**config.mk**
```make
export PLATFORM = sky130hd
export DESIGN_NAME = serial_bus_scheduler
export DESIGN_NICKNAME = d
export VERILOG_FILES = /design/src/rtl/serial_bus_pkg.sv /design/src/rtl/serial_bus_scheduler_rr_pick.sv /design/src/rtl/serial_bus_scheduler.sv
export SDC_FILE = /design/constraint.sdc
export NUM_CORES = 1
export LEC_CHECK = 0
export CORE_ASPECT_RATIO = 0.75
export CORE_MARGIN = 4
export CORE_UTILIZATION = 44
export CTS_BUF_LIST = sky130_fd_sc_hd__clkbuf_4 sky130_fd_sc_hd__clkbuf_8 sky130_fd_sc_hd__clkbuf_16
export DETAILED_ROUTE_END_ITERATION = 8
export HOLD_SLACK_MARGIN = 0.03
export MAX_ROUTING_LAYER = met4
export PLACE_DENSITY = 0.77
export SLEW_MARGIN = 20
export SYNTH_ARGS = -nofsm -noshare
export SYNTH_HDL_FRONTEND = slang
export SYNTH_SLANG_ARGS = --single-unit
```
**constraint.sdc**
```tcl
create_clock -name clk -period 2.5 [get_ports clk]
set_input_delay 0.5 -clock clk [delete_from_list [all_inputs] [get_ports clk]]
set_output_delay 0.5 -clock clk [all_outputs]
set_load 0.05 [all_outputs]
```
**src/rtl/serial_bus_pkg.sv**
```systemverilog
// ============================================================================
// Module   : serial_bus_pkg
// Brief    : Shared types, state encoding and index helpers for the bus scheduler.
// Revision : 1.0
// ============================================================================
`default_nettype none

package serial_bus_pkg;

   typedef enum logic [2:0] {
      IDLE    = 3'd0,
      GRANT   = 3'd1,
      BUSY    = 3'd2,
      RELEASE = 3'd3
   } bus_state_t;

   // Raw encodings for blocks that observe bus_state without importing the enum.
   localparam logic [2:0] c_bus_idle    = 3'd0;
   localparam logic [2:0] c_bus_grant   = 3'd1;
   localparam logic [2:0] c_bus_busy    = 3'd2;
   localparam logic [2:0] c_bus_release = 3'd3;

   function automatic int idx_w(input int n);
      return (n > 1) ? $clog2(n) : 1;
   endfunction

   // base + off wrapped into 0..n-1; base is always already below n.
   function automatic int rr_index(input int base, input int off, input int n);
      int s;
      s = base + off;
      return (s >= n) ? s - n : s;
   endfunction

endpackage

`default_nettype wire

```
**src/rtl/serial_bus_scheduler_rr_pick.sv**
```systemverilog
// ============================================================================
// Module   : rr_pick
// Brief    : Combinational round-robin picker: first valid requester at or after ptr.
// Revision : 1.0
// ============================================================================
`default_nettype none

module rr_pick
   import serial_bus_pkg::*;
#(
   parameter int N     = 2,
   parameter int IDX_W = 1
) (
   input  logic [N-1:0]     valid,
   input  logic [IDX_W-1:0] ptr,
   output logic [N-1:0]     winner,
   output logic [IDX_W-1:0] idx,
   output logic             any
);

   always_comb begin
      winner = '0;
      idx    = '0;
      any    = 1'b0;
      for (int i = 0; i < N; i++) begin
         if (!any && valid[rr_index(int'(ptr), i, N)]) begin
            winner[rr_index(int'(ptr), i, N)] = 1'b1;
            idx = IDX_W'(rr_index(int'(ptr), i, N));
            any = 1'b1;
         end
      end
   end

endmodule

`default_nettype wire

```
**src/rtl/serial_bus_scheduler.sv**
```systemverilog
// ============================================================================
// Module   : serial_bus_scheduler
// Brief    : Round-robin bus grant FSM with latched selects and ready watchdog.
// Revision : 1.0
// ============================================================================
`default_nettype none

module serial_bus_scheduler
   import serial_bus_pkg::*;
#(
   parameter int NO_MASTERS = 2,
   parameter int NO_SLAVES  = 3,
   parameter int SID_W      = 2,
   parameter int TIMEOUT    = 1024
) (
   input  logic                              clk,
   input  logic                              rstN,
   input  logic [NO_MASTERS-1:0]             req,
   input  logic [NO_MASTERS*SID_W-1:0]       slave_id,
   input  logic [NO_MASTERS-1:0]             done,
   input  logic                              ready,
   output logic [NO_MASTERS-1:0]             grant,
   output logic [idx_w(NO_MASTERS)-1:0]      master_sel,
   output logic [SID_W-1:0]                  slave_sel,
   output logic [NO_MASTERS-1:0]             reject,
   output logic                              timeout_err,
   output logic [2:0]                        bus_state
);

   localparam int             c_ms_w    = idx_w(NO_MASTERS);
   localparam int             c_wd_w    = idx_w(TIMEOUT);
   localparam logic [c_wd_w-1:0] c_wd_last = c_wd_w'(TIMEOUT - 1);

   logic [NO_MASTERS-1:0] w_valid;
   logic [NO_MASTERS-1:0] w_invalid;
   logic [NO_MASTERS-1:0] w_win;
   logic [c_ms_w-1:0]     w_idx;
   logic                  w_any;
   logic [SID_W-1:0]      w_win_sid;

   bus_state_t            r_state;
   logic [NO_MASTERS-1:0] r_grant;
   logic [c_ms_w-1:0]     r_master_sel;
   logic [c_ms_w-1:0]     r_owner;
   logic [c_ms_w-1:0]     r_ptr;
   logic [SID_W-1:0]      r_slave_sel;
   logic [NO_MASTERS-1:0] r_reject;
   logic                  r_timeout_err;
   logic [c_wd_w-1:0]     r_wd;

   for (genvar m = 0; m < NO_MASTERS; m++) begin : g_valid
      logic w_id_ok;
      assign w_id_ok      = 32'(slave_id[m*SID_W +: SID_W]) < NO_SLAVES;
      assign w_valid[m]   = req[m] & w_id_ok;
      assign w_invalid[m] = req[m] & ~w_id_ok;
   end

   rr_pick #(
      .N     (NO_MASTERS),
      .IDX_W (c_ms_w)
   ) u_rr_pick (
      .valid  (w_valid),
      .ptr    (r_ptr),
      .winner (w_win),
      .idx    (w_idx),
      .any    (w_any)
   );

   assign w_win_sid = slave_id[w_idx*SID_W +: SID_W];

   always_ff @(posedge clk or negedge rstN) begin
      if (!rstN) begin
         r_state       <= IDLE;
         r_grant       <= '0;
         r_master_sel  <= '0;
         r_owner       <= '0;
         r_ptr         <= '0;
         r_slave_sel   <= '0;
         r_reject      <= '0;
         r_timeout_err <= 1'b0;
         r_wd          <= '0;
      end else begin
         r_reject      <= '0;
         r_timeout_err <= 1'b0;
         case (r_state)
            IDLE: begin
               r_reject <= w_invalid;
               if (w_any) begin
                  r_grant      <= w_win;
                  r_master_sel <= w_idx;
                  r_owner      <= w_idx;
                  r_slave_sel  <= w_win_sid;
                  r_state      <= GRANT;
               end
            end
            GRANT: begin
               r_wd    <= '0;
               r_state <= BUSY;
            end
            BUSY: begin
               // A done or an abort takes priority over a coincident watchdog expiry.
               if (done[r_owner] || !req[r_owner]) begin
                  r_grant      <= '0;
                  r_master_sel <= '0;
                  r_slave_sel  <= '0;
                  r_state      <= RELEASE;
               end else if (!ready && r_wd == c_wd_last) begin
                  r_grant       <= '0;
                  r_master_sel  <= '0;
                  r_slave_sel   <= '0;
                  r_timeout_err <= 1'b1;
                  r_state       <= RELEASE;
               end else begin
                  r_wd <= ready ? '0 : r_wd + c_wd_w'(1);
               end
            end
            RELEASE: begin
               r_ptr   <= (32'(r_owner) == NO_MASTERS - 1) ? '0 : r_owner + c_ms_w'(1);
               r_state <= IDLE;
            end
            default: r_state <= IDLE;
         endcase
      end
   end

   assign grant       = r_grant;
   assign master_sel  = r_master_sel;
   assign slave_sel   = r_slave_sel;
   assign reject      = r_reject;
   assign timeout_err = r_timeout_err;
   assign bus_state   = r_state;

endmodule

`default_nettype wire

```
Word-level counts from Yosys, hierarchy flattened
Index checks and enable logic that the tools add are counted.
{"block": "op_classes", "n_eq_ne": 8, "n_mux": 45, "n_addsub": 5, "n_bitwise": 7, "order_cmp": 9, "n_reduce_logical": 15, "shifts": 1}
{"op": "32-bit by 1-bit greater-or-equal comparator with 1-bit output, second input constant", "n": 2}
{"op": "32-bit by 3-bit less-than comparator with 1-bit output, second input constant", "n": 2}
{"op": "32-bit two-way mux", "n": 2}
{"op": "32-bit by 3-bit greater-or-equal comparator with 1-bit output, second input constant", "n": 1}
{"op": "32-bit by 3-bit subtractor with 32-bit output, second input constant", "n": 1}
{"op": "10-bit two-way mux", "n": 3}
{"op": "1-bit two-way mux", "n": 23}
{"op": "10-bit case mux with 2 select lines", "n": 1}
{"op": "2-bit two-way mux", "n": 7}
{"op": "10-bit by 1-bit adder with 10-bit output, second input constant", "n": 1}
{"op": "10-bit == test, second input constant", "n": 1}
{"op": "3-bit two-way mux", "n": 3}
{"op": "3-bit case mux with 3 select lines", "n": 1}
{"op": "2-bit case mux with 2 select lines", "n": 2}
{"op": "3-bit by 2-bit == test with 1-bit output, second input constant", "n": 2}
{"op": "3-bit AND reduction", "n": 2}
{"op": "1-bit bitwise AND", "n": 4}
{"op": "1-bit logical AND", "n": 4}
{"op": "2-bit less-than comparator, second input constant", "n": 2}
{"op": "2-bit != test, second input constant", "n": 2}
{"op": "2-bit AND reduction", "n": 2}
{"op": "2-bit nonzero test", "n": 2}
{"op": "4-bit by 3-bit variable part select with 2-bit output", "n": 1}
{"op": "3-bit by 1-bit == test with 1-bit output, second input constant", "n": 1}
{"op": "other kinds (14)", "n": 18}
{"block": "word_totals", "word_cells": 99, "regBits": 23, "inputBits": 11, "out_inout_bits": 11}

Logic depth before layout (Yosys ltp)
Gate-level depths: netlist (run 1).
{"block": "depth", "ltp_word": 12, "ltp_mapped": 9, "mapped_depth_nobuf": 7}

Modules after synthesis
A second synthesis (run 1) with hierarchy kept.
{"block": "hier_totals", "hier_cells": 118, "area_unflattened_um2": 1266.2}
{"module": "serial_bus_scheduler", "instances": 1, "area_per_inst_um2": 1233.7, "cells_each": 113, "seq_area_each_um2": 550.5}
{"module": "rr_pick", "instances": 1, "area_per_inst_um2": 32.5, "cells_each": 5, "seq_area_each_um2": 0.0}

Least setup slack after synthesis (run 1)
Ideal clock, no wire load.
{"block": "synth_timing", "path_type": "flip-flop to flip-flop", "from": "register r_state[0], in the netlist bus_state[0]", "to": "register r_state[1], in the netlist bus_state[1]", "required_time_ps": 2375, "stages_incl_launch_ff": 8, "n_path_buf": 1, "path_slack_ps": 401, "synth_period_minus_slack_ps": 2099, "arrival_ps": 1974, "setup_ps": 125, "cell_sequence": "dfrtp_1 inv_1 ha_1 buf_4 nand4b_1 o31ai_4 a22o_4 mux2_4"}
{"block": "synth_via", "elab_chain_cells": 3, "word_cells_on_any_way": 7, "classes_between": "eq/ne: 4; mux: 1; reduce/logical: 2"}
{"element": "start: declaration", "line": "serial_bus_scheduler.sv:41", "rtl": "bus_state_t r_state;"}
{"element": "start signal: assignment", "line": "serial_bus_scheduler.sv:73", "rtl": "r_state <= IDLE;"}
{"element": "start signal: assignment", "line": "serial_bus_scheduler.sv:93", "rtl": "r_state <= GRANT;"}
{"element": "start signal: assignment", "line": "serial_bus_scheduler.sv:98", "rtl": "r_state <= BUSY;"}
{"element": "3-bit by 2-bit == test with 1-bit output / 3-bit logical NOT (equally long branches)", "line": "serial_bus_scheduler.sv:85", "rtl": "case (r_state)"}
{"element": "3-bit != test (no source line) / 2-bit by 1-bit != test with 1-bit output (equally long branches)"}
{"element": "2-bit AND reduction (no source line)"}
Parallel ways exist; a longest one is shown, timed or not.
A chain may end at the register's enable or synchronous reset.

Worst setup path after layout (run 1)
{"block": "layout_timing", "from": "register r_state[0], in the netlist bus_state[0]", "to": "register r_wd[2]"}
{"block": "layout_via", "elab_chain_cells": 3, "word_cells_on_any_way": 7, "classes_between": "eq/ne: 4; mux: 1; reduce/logical: 2"}
{"element": "3-bit by 2-bit == test with 1-bit output / 3-bit by 1-bit == test with 1-bit output (equally long branches)", "line": "serial_bus_scheduler.sv:85"}
{"element": "2-bit != test (no source line) / 2-bit nonzero test (equally long branches)"}
{"element": "3-bit AND reduction (no source line)"}
{"element": "end signal: assignment", "line": "serial_bus_scheduler.sv:114", "rtl": "r_wd <= ready ? '0 : r_wd + c_wd_w'(1);"}
{"element": "end: declaration", "line": "serial_bus_scheduler.sv:49", "rtl": "logic [c_wd_w-1:0] r_wd;"}
Parallel ways exist; a longest one is shown, timed or not.

==> results.txt, run 1 <==
Status: complete, no violations
Comb power frac: 49.3%
Synth warn: 0
Synth Register Bits: 22
Clk buf depth: 2
Nets: 170
Post-CTS Hold Buffers: 0
DR iter-0 viols: 90
Hold depth: 2
Max-cap viol count: 0
Critical Path AT: 2.30 ns
Global-route wire length before repair: 4090 um
Max FO, Critical Path: 15
DP HPWL: 1950 um
Die width: 70.1 um
Setup-failing EPs final: 0
Fin. max-slew vios: 0
RR Endpoint: r_wd[2]
Wire per inst: 13.4 um
Post-Synthesis Cells: 131
Clock Latency Late Sink: 0.25 ns
R2r setup slk: 0.40 ns
CP Launch Type: flop
Share of layout cells above drive strength 1: 11.8%
Setup crit start: bus_state[0]
Final core utilization: 57.4%
Number of global-route vias before repair: 935
Clock transition at the registers of the reported paths: 0.07 ns
Root buf cell: clkbuf_8
Largest net degree at the start of global routing: 23
Top post-synthesis cells by area: dfrtp_1 (43%), nand2_1 (5.9%), ha_1 (4.9%), o21ai_0 (3.1%), nand3_1 (2.8%)
Total Wirelength: 2520 um
Fill count: 225
Peak VDD IR: 760 uV
Clock sink count: 22
Initial core utilization: 47.4%
Worst Hold Path EP: grant[0]
Least-Margin Pin Slew: 0.500 ns
DIE HEIGHT: 54.6 um
Vias per std cell: 5.46
Worst Path Class, Setup: reg -> reg
Synth unique cells: 39
Port buffer count: 20
I/O pin count: 22
Post-Syn Area: 1270 um^2
Share of the cycle needed by the critical path after routing: 84.2%
Placed inst area: 1500 um^2
Worst r2r src: bus_state[0]
Diode count: 0
Setup ws final: 0.395 ns
Hold WC Path Type: reg -> reg
Initial DRT Pass Iterations: 4
Mean Syn Cell Area: 9.70 um^2
FMAX: 475 MHz
Post-CTS setup buffer count: 0
Seq/Total Area, Yosys: 43.3%
Design Area, Final: 1540 um^2
Switch share: 43.0%
Final Skew: 0.00235 ns
NetSw: 0.000597 W
Share of the synthesized area in the top cell type: 43.3%
Total GRT Usage: 14.6%
Ys async rst share: 100%
Seq pwr share: 36.0%
Total gr overflow: 0
Final hold vios: 0
Vias: 1026
Total CTS buffers: 3
Area growth syn-to-layout: 21.1%
Setup Slack @ Placement: 0.314 ns
P_int: 0.000793 W
Initial antenna violation count: 0
Final GP Congestion: 0.833
ANT nets after route: 0
Clk network pwr share: 14.7%
Top post-synthesis cells by count: dfrtp_1 (22), nand2_1 (20), nor2_1 (8), o21ai_0 (8)
R2r worst-path depth: 7
TritonCTS clock tree: yes
Core region area: 2680 um^2
RSZ-0062 raised after global routing: false
Htree depth: 1
Required time of the critical path: 2.70 ns
Total negative setup slack: 0 ns
Most common cell in the synthesized netlist: dfrtp_1
Primary FF master, synth: dfrtp_1
CP endpoint kind: flop
Worst slew margin: 66.6%
Post_cts resized: 0
# DRC: 0
Num rows: 16
Area leader, netlist: dfrtp_1
Leak: 0.730 nW
Hold wc startpoint: grant[0]
Die Area: 3820 um^2
Final Critical Period: 2.10 ns
EDFF count, synth: 0
Syn Nets: 147
PD cells: 903 nW/um^2
-- layout make-up --
cell class | count | area, um^2 | area share [%]
well taps | 36 | 45.0 | 2.93
inverters | 7 | 26.3 | 1.71
flip-flops and latches | 22 | 551 | 35.8
multi-input cells | 99 | 668 | 43.4
clock buffers | 3 | 41.3 | 2.68
repair buffers | 21 | 208 | 13.5
-- layer usage --
layer,global-route usage (%),wire (um)
met1,17.6,1200
met2,23.8,1170
met3,3.49,111
met4,7.01,36
met5,-,0
-- worst max-delay path by stage --
stage	to	depth (start not counted)
floorplan	bus_state[1]	7
global placement	bus_state[1]	5
detailed placement	r_wd[2]	6
CTS	r_wd[2]	7
global route	r_wd[2]	7
finish	r_wd[2]	7
-- cells in the final DEF (no fill, tap or decap), drive strengths merged, types with 4 or more instances in the layout --
cell            n
nand2          21
nor3            4
inv             7
nor2            8
clkdlybuf4s50  20
a21o            5
dfrtp          22
a21oi           7
o21ai           8
ha              5
nand3           7
-- power by group through the flow --
stage	sequential (W)	combinational (W)	clock [W]
5_1_grt	0.000511	0.000738	0.000229
2_1_floorplan	0.000650	0.000340	0
6_report	0.000500	0.000685	0.000205
3_5_place_dp	0.000506	0.000683	0
4_1_cts	0.000499	0.000687	0.000213
3_3_place_gp	0.000499	0.000669	0
-- worst max-delay path, stage by stage (launching register included) --
cell      delay (ns)
dfrtp_1         0.42
inv_1           0.11
ha_1            0.39
nand2_2         0.11
o31ai_4         0.33
nand3b_4        0.24
nor3b_1         0.34
a21o_1          0.12
-- sequential cells by signal (all words and copies together), names as in the netlist --
register     cells
reject           2
timeout_err      1
r_owner          1
master_sel       1
r_wd            10
r_ptr            1
bus_state        2
slave_sel        2
grant            2
-- logic make-up (layout without fill, tap and decap cells) --
kind of cell	after synthesis	after routing	share of synthesized area [%]
compound gates	34	34	20.1
buf+inv	10	31	4.13
mux	1	1	1.18
other cells	1	1	0.295
fa+ha+maj	5	5	4.92
simple gates	58	58	26.1
flops	22	22	43.3
-- metrics by stage --
stage | total power, W | hold slack, ns | std cells
after floorplan | 0.000990 | 0.204 | 131
after global placement | 0.00117 | 0.488 | 185
after detailed placement | 0.00119 | 0.500 | 185
after CTS | 0.00140 | 0.520 | 188
after global routing | 0.00148 | 0.532 | 188
final | 0.00139 | 0.517 | 188
(Power assumes the default switching activity.)
==> run 2, diff against run 1 <==
- clock period: 2.5 -> 2.05 ns (I/O delays scaled with it)
==> run 2 against run 1 <==
Critical path depth shrank 6. Combinational power grew 26%. Sequential share of layout area shrank 0.97 points. Cell count grew 3.2%. Clock-buffer cell count grew 1. Via count grew 1.6%. Highest routed layer unchanged. Core utilization grew 1.7 points.
==> results.txt, run 2 (synthesis results as in run 1) <==
Root buf cell: clkbuf_8 (unchanged)
Largest register FFs: 10 (unchanged)
Initial antenna violation count: 0 (unchanged)
Post-CTS Hold Buffers: 0 (unchanged)
Max stage delay on crit path: 0.83 ns (was 0.42 ns)
Seq pwr share: 34.6% (was 36.0%)
Required time of the critical path: 1.64 ns (was 2.70 ns)
ANT nets after route: 0 (unchanged)
Post-CTS setup buffer count: 0 (unchanged)
Clk buf depth: 2 (unchanged)
Post_cts resized: 0 (unchanged)
Clock Latency Late Sink: 0.26 ns (was 0.25 ns)
Share of layout cells above drive strength 1: 15.8% (was 11.8%)
Buf/Inv on CP: 1 (unchanged)
Worst r2r src: bus_state[0] (unchanged)
Diode count: 0 (unchanged)
I/O pin count: 22 (unchanged)
CP endpoint kind: primary output (was flop)
Num rows: 16 (unchanged)
DIE HEIGHT: 54.6 um (unchanged)
Total negative setup slack: 0 ns (unchanged)
Die width: 70.1 um (unchanged)
Most common cell after layout, fill and taps aside: dfrtp_1 (unchanged)
Number of global-route vias before repair: 1007 (was 935)
Worst Path Class, Setup: reg -> out (was reg -> reg)
Fill count: 227 (was 225)
DR iter-0 viols: 95 (was 90)
Initial DRT Pass Iterations: 4 (unchanged)
Port buffer count: 20 (unchanged)
Peak VDD IR: 643 uV (was 760 uV)
Critical Path AT: 1.50 ns (was 2.30 ns)
Clock transition at the registers of the reported paths: 0.07 ns (about the same)
Reg area: 552 um^2 (was 551 um^2)
CP Launch Type: flop (unchanged)
RSZ-0062 raised after global routing: false (unchanged)
Die Area: 3820 um^2 (unchanged)
RR Endpoint: r_wd[2] (unchanged)
Initial core utilization: 47.4% (unchanged)
Final Skew: 0.00220 ns (was 0.00235 ns)
Clk network pwr share: 16.2% (was 14.7%)
Status: complete, no violations (unchanged)
Final GP Congestion: 0.804 (was 0.833)
Final hold vios: 0 (unchanged)
Global-route wire length before repair: 4500 um (was 4090 um)
Final std cells w/o fill: 194 (was 188)
DP Cell Count: 190 (was 185)
Total GRT Usage: 15.7% (was 14.6%)
Largest net degree at the start of global routing: 23 (unchanged)
Total Wirelength: 2600 um (was 2520 um)
TritonCTS clock tree: yes (unchanged)
FMAX: 522 MHz
Vias: 1042 (was 1026)
# DRC: 0 (unchanged)
NetSw: 0.000751 W (was 0.000597 W)
Top reg by flops: r_wd (unchanged)
PD cells: 1110 nW/um^2 (was 903 nW/um^2)
Worst slew margin: 66.5% (was 66.6%)
Switch share: 42.8% (was 43.0%)
Setup-failing EPs final: 0 (unchanged)
Most frequent cells in the layout: dfrtp_1 (21), nand2_1 (20), clkdlybuf4s50_1 (20) (was dfrtp_1 (22), nand2_1 (20), clkdlybuf4s50_1 (20))
R2r worst-path depth: 7 (unchanged)
Hold WC Path Type: in -> async (was reg -> reg)
Total CTS buffers: 3 (unchanged)
Comb power frac: 49.3% (about the same)
P_int: 0.00101 W (was 0.000793 W)
Least-Margin Pin Slew: 0.501 ns (was 0.500 ns)
DP HPWL: 2060 um (was 1950 um)
Share of the cycle needed by the critical path after routing: 93.4%
Area growth syn-to-layout: 24.7% (was 21.1%)
Fin. max-slew vios: 0 (unchanged)
Vias per std cell: 5.37 (was 5.46)
Wire per inst: 13.4 um (about the same)
Crit path cell chain: clkdlybuf4s50_1 (was inv_1 > ha_1 > nand2_2 > o31ai_4 > nand3b_4 > nor3b_1 > a21o_1)
Core region area: 2680 um^2 (unchanged)
Area occupied by multi-input gates: 668 um^2 (unchanged)
Max FO, Critical Path: 5 (was 15)
R2r setup slk: 0.18 ns (was 0.40 ns)
Worst path depth: 1 (was 7)
Final core utilization: 59.1% (was 57.4%)
Total gr overflow: 0 (unchanged)
Max-cap viol count: 0 (unchanged)
Nets: 175 (was 170)
Htree depth: 1 (unchanged)
Clock sink count: 22 (unchanged)
Final Critical Period: 1.91 ns
Top Family by Delay on Critical Path: buffers and inverters (was simple AND/OR/NAND/NOR gates)
CP max-delay cell: clkdlybuf4s50_1 (was dfrtp_1)
Leak: 0.758 nW (was 0.730 nW)
[run 2: cell types whose count changed in the layout (fill, tap and decap cells not counted), sizes merged]
cell,previous run,this run
buf,1,6
clkbuf,3,4
[run 2: worst max path at each step]
stage,end,startpoint,slack (ns)
3_3_place_gp,bus_state[1],ready,0.08
6_report,bus_state[1],bus_state[1],0.14
4_1_cts,bus_state[1],bus_state[1],0.11
2_1_floorplan,bus_state[1],bus_state[1],0.03
3_5_place_dp,r_wd[2],ready,0.01
5_1_grt,bus_state[1],bus_state[1],0.06
[run 2: area by class of cell]
| type | count | share of cell area, % |
|---|---|---|
| Inverter | 7 | 1.66 |
| Timing Repair Buffer | 26 | 15.5 |
| Sequential cell | 22 | 34.8 |
| Clock buffer | 4 | 3.08 |
| Tap cell | 36 | 2.84 |
| Multi-Input combinational cell | 99 | 42.1 |
[run 2: per-stage QoR]
stage	worst slack (ns)	area (um^2)	hold WS [ns]	power, W
after floorplan	0.0278	1270	0.114	0.00121
after global placement	0.0809	1540	0.491	0.00145
after detailed placement	0.0118	1540	0.508	0.00148
after CTS	0.112	1590	0.492	0.00177
after global routing	0.0617	1590	0.529	0.00187
final	0.136	1590	0.491	0.00176
[run 2: layer usage]
layer / global-route usage, % / vias up / wire length [um]
li1: - / 520 / -
met1: 18.9 / 487 / 1190
met2: 27.3 / 33 / 1250
met3: 3.30 / 2 / 133
met4: 4.78 / 0 / 27
met5: - / - / 0
[run 2: power groups by stage]
| stage | Sequential [W] | Combinational [W] | Clock, W |
|---|---|---|---|
| after floorplan | 0.000795 | 0.000414 | 0 |
| final | 0.000607 | 0.000866 | 0.000284 |
| after global routing | 0.000625 | 0.000934 | 0.000312 |
| after global placement | 0.000611 | 0.000835 | 0 |
| after CTS | 0.000608 | 0.000870 | 0.000293 |
| after detailed placement | 0.000616 | 0.000865 | 0 |
==> run 3, diff against run 2 <==
- CTS_BUF_LIST: sky130_fd_sc_hd__clkbuf_4 sky130_fd_sc_hd__clkbuf_8 sky130_fd_sc_hd__clkbuf_16 -> sky130_fd_sc_hd__clkbuf_8
==> run 3 against run 2 <==
Setup slack about the same. Combinational power about the same. Clock skew about the same. Clock-buffer cell count decreased by 1. Cell count unchanged. Largest cell class unchanged.
==> results.txt, run 3 (synthesis results as in run 1) <==
Number of global-route vias before repair: 1007 (unchanged)
Worst path depth: 1 (unchanged)
Clock Latency Late Sink: 0.26 ns (about the same)
Final Skew: 0.00193 ns (was 0.00220 ns)
# DRC: 0 (unchanged)
Core region area: 2680 um^2 (unchanged)
Global-route wire length before repair: 4500 um (unchanged)
Initial DRT Pass Iterations: 4 (unchanged)
Total negative setup slack: 0 ns (unchanged)
CP max-delay cell: clkdlybuf4s50_1 (unchanged)
Buf/Inv on CP: 1 (unchanged)
Crit path cell chain: clkdlybuf4s50_1 (unchanged)
Diode count: 0 (unchanged)
Fin. max-slew vios: 0 (unchanged)
Total GRT Usage: 15.7% (unchanged)
Critical Path AT: 1.50 ns (about the same)
Wire per inst: 13.4 um (unchanged)
Clock sink count: 22 (unchanged)
Setup-failing EPs final: 0 (unchanged)
Vias per std cell: 5.38 (was 5.37)
Top Metal Used: met4 (unchanged)
Post_cts resized: 0 (unchanged)
ANT nets after route: 0 (unchanged)
Total Wirelength: 2600 um (unchanged)
Final Critical Period: 1.91 ns (about the same)
Worst slew margin: 66.5% (unchanged)
Top Family by Delay on Critical Path: buffers and inverters (unchanged)
Met3 WL post-DR: 134 um (was 133 um)
Num rows: 16 (unchanged)
Final GP Congestion: 0.804 (unchanged)
I/O pin count: 22 (unchanged)
Fill count: 229 (was 227)
Status: complete, no violations (unchanged)
Clk buf depth: 2 (unchanged)
Required time of the critical path: 1.64 ns (about the same)
CP Launch Type: flop (unchanged)
Leak: 0.758 nW (about the same)
Nets: 175 (unchanged)
Final hold vios: 0 (unchanged)
Root buf cell: clkbuf_8 (unchanged)
Final Power: 0.00174 W (was 0.00176 W)
Max stage delay on crit path: 0.83 ns (about the same)
CP endpoint kind: primary output (unchanged)
Share of layout cells above drive strength 1: 15.2% (was 15.8%)
Least-Margin Pin Slew: 0.501 ns (unchanged)
Share of the cycle needed by the critical path after routing: 93.4% (about the same)
Met2 WL post-DR: 1240 um (was 1250 um)
Post-CTS setup buffer count: 0 (unchanged)
Max-cap viol count: 0 (unchanged)
Max FO, Critical Path: 5 (unchanged)
Initial core utilization: 47.4% (unchanged)
Htree depth: 1 (unchanged)
Top reg by flops: r_wd (unchanged)
End point of the critical path: bus_state[1] (unchanged)
Area growth syn-to-layout: 24.4% (was 24.7%)
Setup crit start: bus_state[1] (unchanged)
FMAX: 522 MHz (about the same)
RR Endpoint: r_wd[2] (unchanged)
R2r worst-path depth: 7 (unchanged)
Port buffer count: 20 (unchanged)
Total gr overflow: 0 (unchanged)
RSZ-0062 raised after global routing: false (unchanged)
Initial antenna violation count: 0 (unchanged)
Total CTS buffers: 3 (unchanged)
DR iter-0 viols: 95 (unchanged)
TritonCTS clock tree: yes (unchanged)
DP HPWL: 2060 um (unchanged)
Clock transition at the registers of the reported paths: 0.07 ns (about the same)
Hold WC Path Type: in -> async (unchanged)
Largest net degree at the start of global routing: 23 (unchanged)
Largest register FFs: 10 (unchanged)
Most common cell after layout, fill and taps aside: dfrtp_1 (unchanged)
PD cells: 1100 nW/um^2 (was 1110 nW/um^2)
Die width: 70.1 um (unchanged)
Post-CTS Hold Buffers: 0 (unchanged)
WL met1: 1200 um (was 1190 um)
Die Area: 3820 um^2 (unchanged)
Peak VDD IR: 643 uV (about the same)
Worst Path Class, Setup: reg -> out (unchanged)
Worst r2r src: bus_state[0] (unchanged)
R2r setup slk: 0.17 ns (was 0.18 ns)
DIE HEIGHT: 54.6 um (unchanged)
Vias: 1043 (was 1042)
Most frequent cells in the layout: dfrtp_1 (21), nand2_1 (20), clkdlybuf4s50_1 (20) (unchanged)
## run 3: changes by cell type in the layout (fill, tap and decap cells not counted)
cell / previous run / this run
clkbuf_4: 1 / 0
inv_1: 7 / 8
## run 3: how the worst min path moves through the flow
stage | slack, ns | start | depth (start not counted) | end
floorplan | 0.11 | rstN | 0 | bus_state[0]
global placement | 0.49 | r_wd[8] | 1 | r_wd[8]
detailed placement | 0.51 | r_wd[8] | 1 | r_wd[8]
CTS | 0.49 | rstN | 2 | master_sel
global route | 0.53 | rstN | 2 | master_sel
finish | 0.49 | rstN | 2 | master_sel
## run 3: per-layer routing
layer  vias to the layer above  GRT usage [%]
met5                         -              -
met2                        34           27.3
li1                        520              -
met3                         2           3.30
met4                         0           4.78
met1                       487           18.9
## run 3: per-stage QoR
stage | cell area, um^2 | cells | hold WS [ns] | setup slack (ns) | utilization (%)
floorplan | 1270 | 131 | 0.114 | 0.0278 | -
global placement | 1540 | 190 | 0.491 | 0.0809 | 57.3
detailed placement | 1540 | 190 | 0.508 | 0.0118 | 57.3
CTS | 1580 | 194 | 0.492 | 0.112 | 59.0
global route | 1580 | 194 | 0.529 | 0.0618 | 59.0
finish | 1580 | 194 | 0.491 | 0.136 | 59.0
## run 3: layout make-up
cell class                      count  area (um^2)  share of cell area (%)
Tap cell                           36         45.0                    2.85
Inverter                            7         26.3                    1.66
Clock buffer                        3         41.3                    2.61
Multi-Input combinational cell     99          668                    42.2
Clock inverter                      1         3.75                   0.237
Timing Repair Buffer               26          245                    15.5
Sequential cell                    22          552                    34.9
## run 3: report_power, final
part	internal [W]	total (W)	switching, W
combinational	0.000328	0.000866	0.000538
sequential	0.000526	0.000607	0.0000814
clock	0.000133	0.000267	0.000133
total	0.000988	0.00174	0.000752
